[src/rtl/uart_pkg.sv]
// Shared UART definitions: receiver FSM state encoding and default frame parameters.
package uart_pkg;

  localparam int DEF_D_BITS    = 8;
  localparam int DEF_S_TICKS   = 16;
  localparam int DEF_STOP_BITS = 1;

  typedef enum logic [2:0] {
    IDLE,
    START,
    DATA,
    PARITY,
    STOP,
    BRK
  } state_t;

endpackage

[src/rtl/uart_rx_cfg_if.sv]
// Received-word handshake bundle between the UART receiver (master) and its consumer (slave).
// rx_valid high means rx_data/frame_err/parity_err hold an unconsumed word and stay stable;
// the word transfers on any rising clk edge where rx_valid & rx_ready are both high.
interface uart_rx_cfg_if #(
  parameter int D_BITS = 8
) ();

  logic [D_BITS-1:0] rx_data;
  logic              rx_valid;
  logic              rx_ready;
  logic              frame_err;
  logic              parity_err;

  modport master (
    output rx_data,
    output rx_valid,
    output frame_err,
    output parity_err,
    input  rx_ready
  );

  modport slave (
    input  rx_data,
    input  rx_valid,
    input  frame_err,
    input  parity_err,
    output rx_ready
  );

endinterface

[src/rtl/sync_2ff.sv]
// Two-flop synchroniser for a single asynchronous input, with a selectable reset value.
module sync_2ff #(
  parameter logic RST_VAL = 1'b1
) (
  input  logic clk,
  input  logic reset,
  input  logic d,
  output logic q
);

  logic meta_q, meta_d;
  logic sync_q, sync_d;

  always_comb begin
    meta_d = d;
    sync_d = meta_q;
  end

  always_ff @(posedge clk) begin
    if (reset) begin
      meta_q <= RST_VAL;
      sync_q <= RST_VAL;
    end else begin
      meta_q <= meta_d;
      sync_q <= sync_d;
    end
  end

  assign q = sync_q;

endmodule

[src/rtl/uart_rx_cfg.sv]
// Oversampled UART receiver with held output word, valid/ready handshake and overrun pulse.
// Optional parity checking is built when the macro UART_RX_PARITY_EN is defined.
module uart_rx_cfg
  import uart_pkg::*;
#(
  parameter int D_BITS     = DEF_D_BITS,
  parameter int S_TICKS    = DEF_S_TICKS,
  parameter int STOP_BITS  = DEF_STOP_BITS,
  parameter int PARITY_ODD = 0
) (
  input  logic                 clk,
  input  logic                 reset,
  input  logic                 rx,
  input  logic                 tick,
  uart_rx_cfg_if.master        rx_if,
  output logic                 overrun,
  output logic                 busy,
  output state_t               dbg_state
);

  localparam int SW = $clog2(S_TICKS);
  localparam int NW = $clog2(D_BITS);
  localparam logic [SW-1:0] S_MID  = SW'(S_TICKS / 2 - 1);
  localparam logic [SW-1:0] S_LAST = SW'(S_TICKS - 1);
  localparam logic [NW-1:0] N_LAST = NW'(D_BITS - 1);
  localparam logic          STOP_LAST = 1'(STOP_BITS - 1);

  logic rx_s;

  sync_2ff #(.RST_VAL(1'b1)) u_sync (
    .clk   (clk),
    .reset (reset),
    .d     (rx),
    .q     (rx_s)
  );

  state_t            state_q, state_d;
  logic [SW-1:0]     s_q, s_d;
  logic [NW-1:0]     n_q, n_d;
  logic              stop_q, stop_d;
  logic [D_BITS-1:0] shift_q, shift_d;
  logic              ferr_acc_q, ferr_acc_d;
  logic              perr_acc_q, perr_acc_d;
  logic [D_BITS-1:0] data_q, data_d;
  logic              valid_q, valid_d;
  logic              frame_err_q, frame_err_d;
  logic              parity_err_q, parity_err_d;
  logic              overrun_q, overrun_d;
  logic              commit;
  logic              frame_now;

`ifdef UART_RX_PARITY_EN
  localparam logic PARITY_BIT = 1'(PARITY_ODD);
  localparam state_t AFTER_DATA = PARITY;
`else
  localparam state_t AFTER_DATA = STOP;
  logic unused_parity_odd;
  assign unused_parity_odd = (PARITY_ODD != 0);
`endif

  // Frame error for the word being committed includes the stop sample taken this cycle.
  assign frame_now = ferr_acc_q | ~rx_s;

  always_comb begin
    state_d      = state_q;
    s_d          = s_q;
    n_d          = n_q;
    stop_d       = stop_q;
    shift_d      = shift_q;
    ferr_acc_d   = ferr_acc_q;
    perr_acc_d   = perr_acc_q;
    data_d       = data_q;
    valid_d      = valid_q;
    frame_err_d  = frame_err_q;
    parity_err_d = parity_err_q;
    overrun_d    = 1'b0;
    commit       = 1'b0;

    case (state_q)
      IDLE: begin
        if (!rx_s) begin
          state_d = START;
          s_d     = '0;
        end
      end
      START: begin
        if (tick) begin
          if (s_q == S_MID) begin
            if (!rx_s) begin
              state_d    = DATA;
              s_d        = '0;
              n_d        = '0;
              ferr_acc_d = 1'b0;
              perr_acc_d = 1'b0;
            end else begin
              state_d = IDLE;
            end
          end else begin
            s_d = s_q + SW'(1);
          end
        end
      end
      DATA: begin
        if (tick) begin
          if (s_q == S_LAST) begin
            shift_d = {rx_s, shift_q[D_BITS-1:1]};
            s_d     = '0;
            if (n_q == N_LAST) begin
              state_d = AFTER_DATA;
              stop_d  = 1'b0;
            end else begin
              n_d = n_q + NW'(1);
            end
          end else begin
            s_d = s_q + SW'(1);
          end
        end
      end
`ifdef UART_RX_PARITY_EN
      PARITY: begin
        if (tick) begin
          if (s_q == S_LAST) begin
            perr_acc_d = (((^shift_q) ^ rx_s) != PARITY_BIT);
            s_d        = '0;
            stop_d     = 1'b0;
            state_d    = STOP;
          end else begin
            s_d = s_q + SW'(1);
          end
        end
      end
`endif
      STOP: begin
        if (tick) begin
          if (s_q == S_LAST) begin
            s_d = '0;
            if (stop_q == STOP_LAST) begin
              commit  = 1'b1;
              state_d = frame_now ? BRK : IDLE;
            end else begin
              stop_d     = stop_q + 1'b1;
              ferr_acc_d = frame_now;
            end
          end else begin
            s_d = s_q + SW'(1);
          end
        end
      end
      BRK: begin
        if (rx_s) state_d = IDLE;
      end
      default: state_d = IDLE;
    endcase

    if (valid_q && rx_if.rx_ready) valid_d = 1'b0;

    // A commit lands if the slot is empty or being drained this cycle; otherwise it is dropped.
    if (commit) begin
      if (!valid_q || rx_if.rx_ready) begin
        data_d       = shift_q;
        frame_err_d  = frame_now;
        parity_err_d = perr_acc_q;
        valid_d      = 1'b1;
      end else begin
        overrun_d = 1'b1;
      end
    end
  end

  always_ff @(posedge clk) begin
    if (reset) begin
      state_q      <= IDLE;
      s_q          <= '0;
      n_q          <= '0;
      stop_q       <= 1'b0;
      shift_q      <= '0;
      ferr_acc_q   <= 1'b0;
      perr_acc_q   <= 1'b0;
      data_q       <= '0;
      valid_q      <= 1'b0;
      frame_err_q  <= 1'b0;
      parity_err_q <= 1'b0;
      overrun_q    <= 1'b0;
    end else begin
      state_q      <= state_d;
      s_q          <= s_d;
      n_q          <= n_d;
      stop_q       <= stop_d;
      shift_q      <= shift_d;
      ferr_acc_q   <= ferr_acc_d;
      perr_acc_q   <= perr_acc_d;
      data_q       <= data_d;
      valid_q      <= valid_d;
      frame_err_q  <= frame_err_d;
      parity_err_q <= parity_err_d;
      overrun_q    <= overrun_d;
    end
  end

  assign rx_if.rx_data    = data_q;
  assign rx_if.rx_valid   = valid_q;
  assign rx_if.frame_err  = frame_err_q;
  assign rx_if.parity_err = parity_err_q;
  assign overrun          = overrun_q;
  assign busy             = (state_q != IDLE);
  assign dbg_state        = state_q;

endmodule
[src/flat_wrapper.sv]
// flat-port wrapper written by rule: the top's interface ports become plain ports
module uart_rx_cfg_flat import uart_pkg::*;
#(
  parameter int D_BITS     = DEF_D_BITS,
  parameter int S_TICKS    = DEF_S_TICKS,
  parameter int STOP_BITS  = DEF_STOP_BITS,
  parameter int PARITY_ODD = 0
)
  (clk, reset, rx, tick, overrun, busy, dbg_state, rx_if_rx_data, rx_if_rx_valid, rx_if_frame_err, rx_if_parity_err, rx_if_rx_ready);
  uart_rx_cfg_if #(.D_BITS(D_BITS)) rx_if_i ();
  input  logic clk;
  input  logic reset;
  input  logic rx;
  input  logic tick;
  output logic overrun;
  output logic busy;
  output state_t dbg_state;
  output wire logic [$bits(rx_if_i.rx_data)-1:0] rx_if_rx_data;
  output wire logic [$bits(rx_if_i.rx_valid)-1:0] rx_if_rx_valid;
  output wire logic [$bits(rx_if_i.frame_err)-1:0] rx_if_frame_err;
  output wire logic [$bits(rx_if_i.parity_err)-1:0] rx_if_parity_err;
  input wire logic [$bits(rx_if_i.rx_ready)-1:0] rx_if_rx_ready;
  assign rx_if_rx_data = rx_if_i.rx_data;
  assign rx_if_rx_valid = rx_if_i.rx_valid;
  assign rx_if_frame_err = rx_if_i.frame_err;
  assign rx_if_parity_err = rx_if_i.parity_err;
  assign rx_if_i.rx_ready = rx_if_rx_ready;
  uart_rx_cfg #(.D_BITS(D_BITS), .S_TICKS(S_TICKS), .STOP_BITS(STOP_BITS), .PARITY_ODD(PARITY_ODD)) u_core (.clk(clk), .reset(reset), .rx(rx), .tick(tick), .rx_if(rx_if_i), .overrun(overrun), .busy(busy), .dbg_state(dbg_state));
endmodule
[config.mk]
export PLATFORM = sky130hd
export DESIGN_NAME = uart_rx_cfg_flat
export DESIGN_NICKNAME = d
export VERILOG_FILES = /design/src/rtl/uart_pkg.sv /design/src/rtl/uart_rx_cfg_if.sv /design/src/rtl/sync_2ff.sv /design/src/rtl/uart_rx_cfg.sv /design/src/flat_wrapper.sv
export SDC_FILE = /design/constraint.sdc
export NUM_CORES = 1
export LEC_CHECK = 0
export ABC_AREA = 1
export CORE_ASPECT_RATIO = 0.6
export CORE_MARGIN = 8
export CORE_UTILIZATION = 55
export DETAILED_ROUTE_END_ITERATION = 6
export GPL_TIMING_DRIVEN = 0
export PLACE_DENSITY = 0.84
export SYNTH_ARGS = -nofsm -noshare
export SYNTH_HDL_FRONTEND = slang
export SYNTH_SLANG_ARGS = --single-unit
[constraint.sdc]
create_clock -name clk -period 2.1 [get_ports clk]
set_clock_uncertainty 0.05 [all_clocks]
set_input_delay 0.525 -clock clk [delete_from_list [all_inputs] [get_ports clk]]
set_output_delay 0.525 -clock clk [all_outputs]
set_load 0.1 [all_outputs]
==> results.ini <==
[timing]
max_slew_margin_pct = 36.1
worst-slew-pin-transition_ns = 0.963
rsz0062_at_grt = false
fin_crit_sh_pct = 97.6
slew_viol_final = 0
period_needed_ns = 2.05
fin_tns_setup_ns = 0
fmax_mhz = 488
layout_setup_ws_ns = 0.0499
hold_violations = 0
finalSetupViolations = 0

[cts]
root_buffer = clkbuf_8
cts.sinks = 32
clockBufferDepth = 2
cts_made_buffers = 5
insertion_delay_ns = 0.28
h-tree-depth = 2
clk_pin_slew_ns = 0.07
cts_tree = yes

[drt]
detail_route.first_pass.iterations = 6
routed_wirelength_um = 3940
post-route-drc-count = 0
antenna_left = 0
vias = 1579
drtIter0Drc = 109
vias_per_cell = 5.21
wire_per_inst_um = 13.0

[floorplanning]
core_mm2 = 0.00291
die_w_um = 87.9
chipHeight_um = 59.1
initial_core_util_pct = 58.6
io_pins = 21
die-area_mm2 = 0.00519
rows = 15

[worst_setup_path]
crit_path_start_kind = register
critPathRequiredTime_ns = 1.52
max_stage_delay_ns = 0.86
arrival_ns = 1.48
cp_num_buf_inv = 1
path_cells = dlygate4sd2_1
path_delay_family = buffers and inverters
cp-startpoint = u_core.rx_if.frame_err$_SDFFE_PP0P_
crit_type = register to output port
cp_max_fo = 2
reg2reg_from = u_core.s_q[1]$_SDFFE_PP0P_
cp-end-kind = output port
cpMaxStageDelayCell = dlygate4sd2_1

[placed_design]
pre_cts_ws_ns = -0.201
dp.final_hpwl_um = 2770
finalWeightedCongestion = 0.872
io_buffers = 18
dp_cells = 295

[grt]
grt_max_degree = 11
grtUsageMet2_pct = 24.1
grt_pass1_wl_um = 6700
grt-ovfl-total = 0
grt_pass1_vias = 1413
antenna_found_initial = 0
grt.total_usage_pct = 16.3
grtUsageMet1_pct = 22.5
use_met3_pct = 4.98
busiest_layer = met2

[synthesis]
ys_ff_latch = 32
syn-cell-area_mm2 = 0.00170
ys_warn_count = 0
ys_types = 28
synth-seq-area-share_pct = 37.6
synth_cells = 235
avgSynthCellArea_um2 = 7.25
synth_nets = 243

[cells_and_area]
fin_cells = 303
insertedDiodeCount = 0
nNetsFinal = 268
synthToLayoutAreaGrowth_pct = 20.8
drive_above_1_share_pct = 22.6
utilization_pct = 70.8

[power_and_ir_drop]
powerDensity_mw_per_mm2 = 1170
p_leak_nw = 0.921
vdd_drop_max_v = 0.000998

[run_status]
status = complete, no violations

[run]
maxCapViolations = 0

[hold_path]
hold_start = u_core.u_sync.meta_q$_SDFF_PP1_
hold_class = register to register

-- cell type report --
type / count / area (um2)
Tap cell: 42 / 52.6
Buffer: 9 / 52.6
Multi-Input combinational cell: 171 / 925
Sequential cell: 32 / 644
Fill cell: 249 / 851
Clock inverter: 1 / 30.0
Clock buffer: 7 / 96.3
Timing Repair Buffer: 18 / 169
Inverter: 23 / 88.8
-- cell usage after synthesis --
master | instances | area share, %
ha_1 | 3 | 2.2
nand4_1 | 2 | 0.73
nand2_2 | 7 | 2.6
buf_2 | 3 | 0.88
o211ai_1 | 1 | 0.44
nand3_4 | 2 | 2.1
buf_4 | 2 | 0.88
nor2_2 | 6 | 2.2
a21oi_1 | 14 | 4.1
conb_1 | 1 | 0.22
nand2_1 | 44 | 9.7
o21ai_0 | 10 | 2.9
a21oi_2 | 1 | 0.51
inv_1 | 16 | 3.5
nand2_4 | 3 | 2.0
dfxtp_1 | 32 | 38
or2_2 | 4 | 1.5
inv_2 | 6 | 1.3
nand3_1 | 33 | 9.7
nor2_1 | 30 | 6.6
inv_4 | 1 | 0.37
o21ai_1 | 1 | 0.29
nor2_8 | 2 | 2.3
nand3_2 | 3 | 1.8
nor3_1 | 1 | 0.29
buf_6 | 1 | 0.66
nor2_4 | 3 | 2.0
clkbuf_1 | 3 | 0.66
-- kinds of logic (layout without fill, tap and decap cells) --
| kind of cell | Yosys count | after routing | share of synthesized area (%) |
|---|---|---|---|
| AO/OA/AOI/OAI | 27 | 27 | 8.30 |
| other | 1 | 1 | 0.220 |
| adder cells (fa/ha/maj) | 3 | 3 | 2.20 |
| buffers and inverters | 32 | 58 | 8.30 |
| AND/OR/NAND/NOR | 140 | 140 | 43.4 |
| flip-flops | 32 | 32 | 37.6 |
-- state kept, by name (all words and copies together) (netlist names) --
register	flops
u_core.u_sync.meta_q	1
u_core.u_sync.q	1
u_core.shift_q	8
u_core.overrun	1
u_core.n_q	3
u_core.dbg_state	3
u_core.rx_if.rx_valid	1
u_core.rx_if.frame_err	1
u_core.rx_if.rx_data	8
u_core.s_q	4
u_core.ferr_acc_q	1
-- through the flow --
stage          hold slack, ns  cell area, um2  power [W]
6_report                0.369            2060    0.00241
5_1_grt                 0.397            2060    0.00253
4_1_cts                 0.370            2060    0.00241
3_5_place_dp            0.357            1940    0.00176
3_3_place_gp            0.342            1940    0.00174
2_1_floorplan           0.339            1710    0.00159
-- repair_timing --
action / in CTS / in global routing
hold buffers: 0 / 0
gates resized for setup: 21 / 0
setup endpoints to repair: 15 / 0
setup buffers: 0 / 0
-- metal layers --
| layer | wire, um | vias up | share of wire, % |
|---|---|---|---|
| li1 | - | 806 | - |
| met1 | 1920 | 700 | 49 |
| met2 | 1670 | 69 | 42 |
| met3 | 314 | 4 | 8.0 |
| met4 | 31 | 0 | 0.79 |
| met5 | 0 | - | 0 |
-- final timing paths --
kind                                     endpoint  slack, ns  cells after the start
max reg2reg  u_core.rx_if.rx_data[1]$_SDFFE_PP0P_       0.28                      8
max                               rx_if_frame_err       0.05                      1
min                    u_core.u_sync.q$_SDFF_PP1_       0.37                      1
min reg2reg            u_core.u_sync.q$_SDFF_PP1_       0.37                      1
-- worst reg2reg max path, stage by stage (launching register included) --
cell,delay [ns]
dfxtp_1,0.44
ha_1,0.28
nand3_2,0.16
nor2_2,0.18
inv_2,0.06
nor2_2,0.10
nand2_1,0.22
nand2_1,0.14
a21oi_1,0.07
-- power by group --
| part | total, W | switching (W) | internal (W) | leakage [nW] |
|---|---|---|---|---|
| clock network | 0.000646 | 0.000227 | 0.000419 | 0.0645 |
| logic | 0.00102 | 0.000704 | 0.000316 | 0.596 |
| registers | 0.000741 | 0.0000741 | 0.000667 | 0.261 |
| total | 0.00241 | 0.00100 | 0.00140 | 0.921 |
-- placed cells by master, fill, tap and decap left out --
master,netlist,final
nand3_2,3,3
a21oi_1,14,14
buf_2,3,3
buf_4,2,2
buf_6,1,1
nor2_8,2,2
nor2_2,6,6
o211ai_1,1,1
inv_1,16,16
nand2_4,3,3
dfxtp_1,32,29
nand3_4,2,2
a21oi_2,1,1
nor3_1,1,1
inv_4,1,1
nand2_2,7,8
clkbuf_1,3,3
dfxtp_2,0,3
conb_1,1,1
o21ai_0,10,10
nor2_1,30,30
clkbuf_8,0,7
or2_2,4,4
inv_2,6,6
clkdlybuf4s15_2,0,3
o21ai_1,1,1
nand3_1,33,33
bufinv_16,0,1
nand4_1,2,2
clkdlybuf4s50_1,0,3
nor2_4,3,3
ha_1,3,3
nand2_1,44,43
dlygate4sd2_1,0,12
No activity file was read; power rests on OpenSTA's default activity.
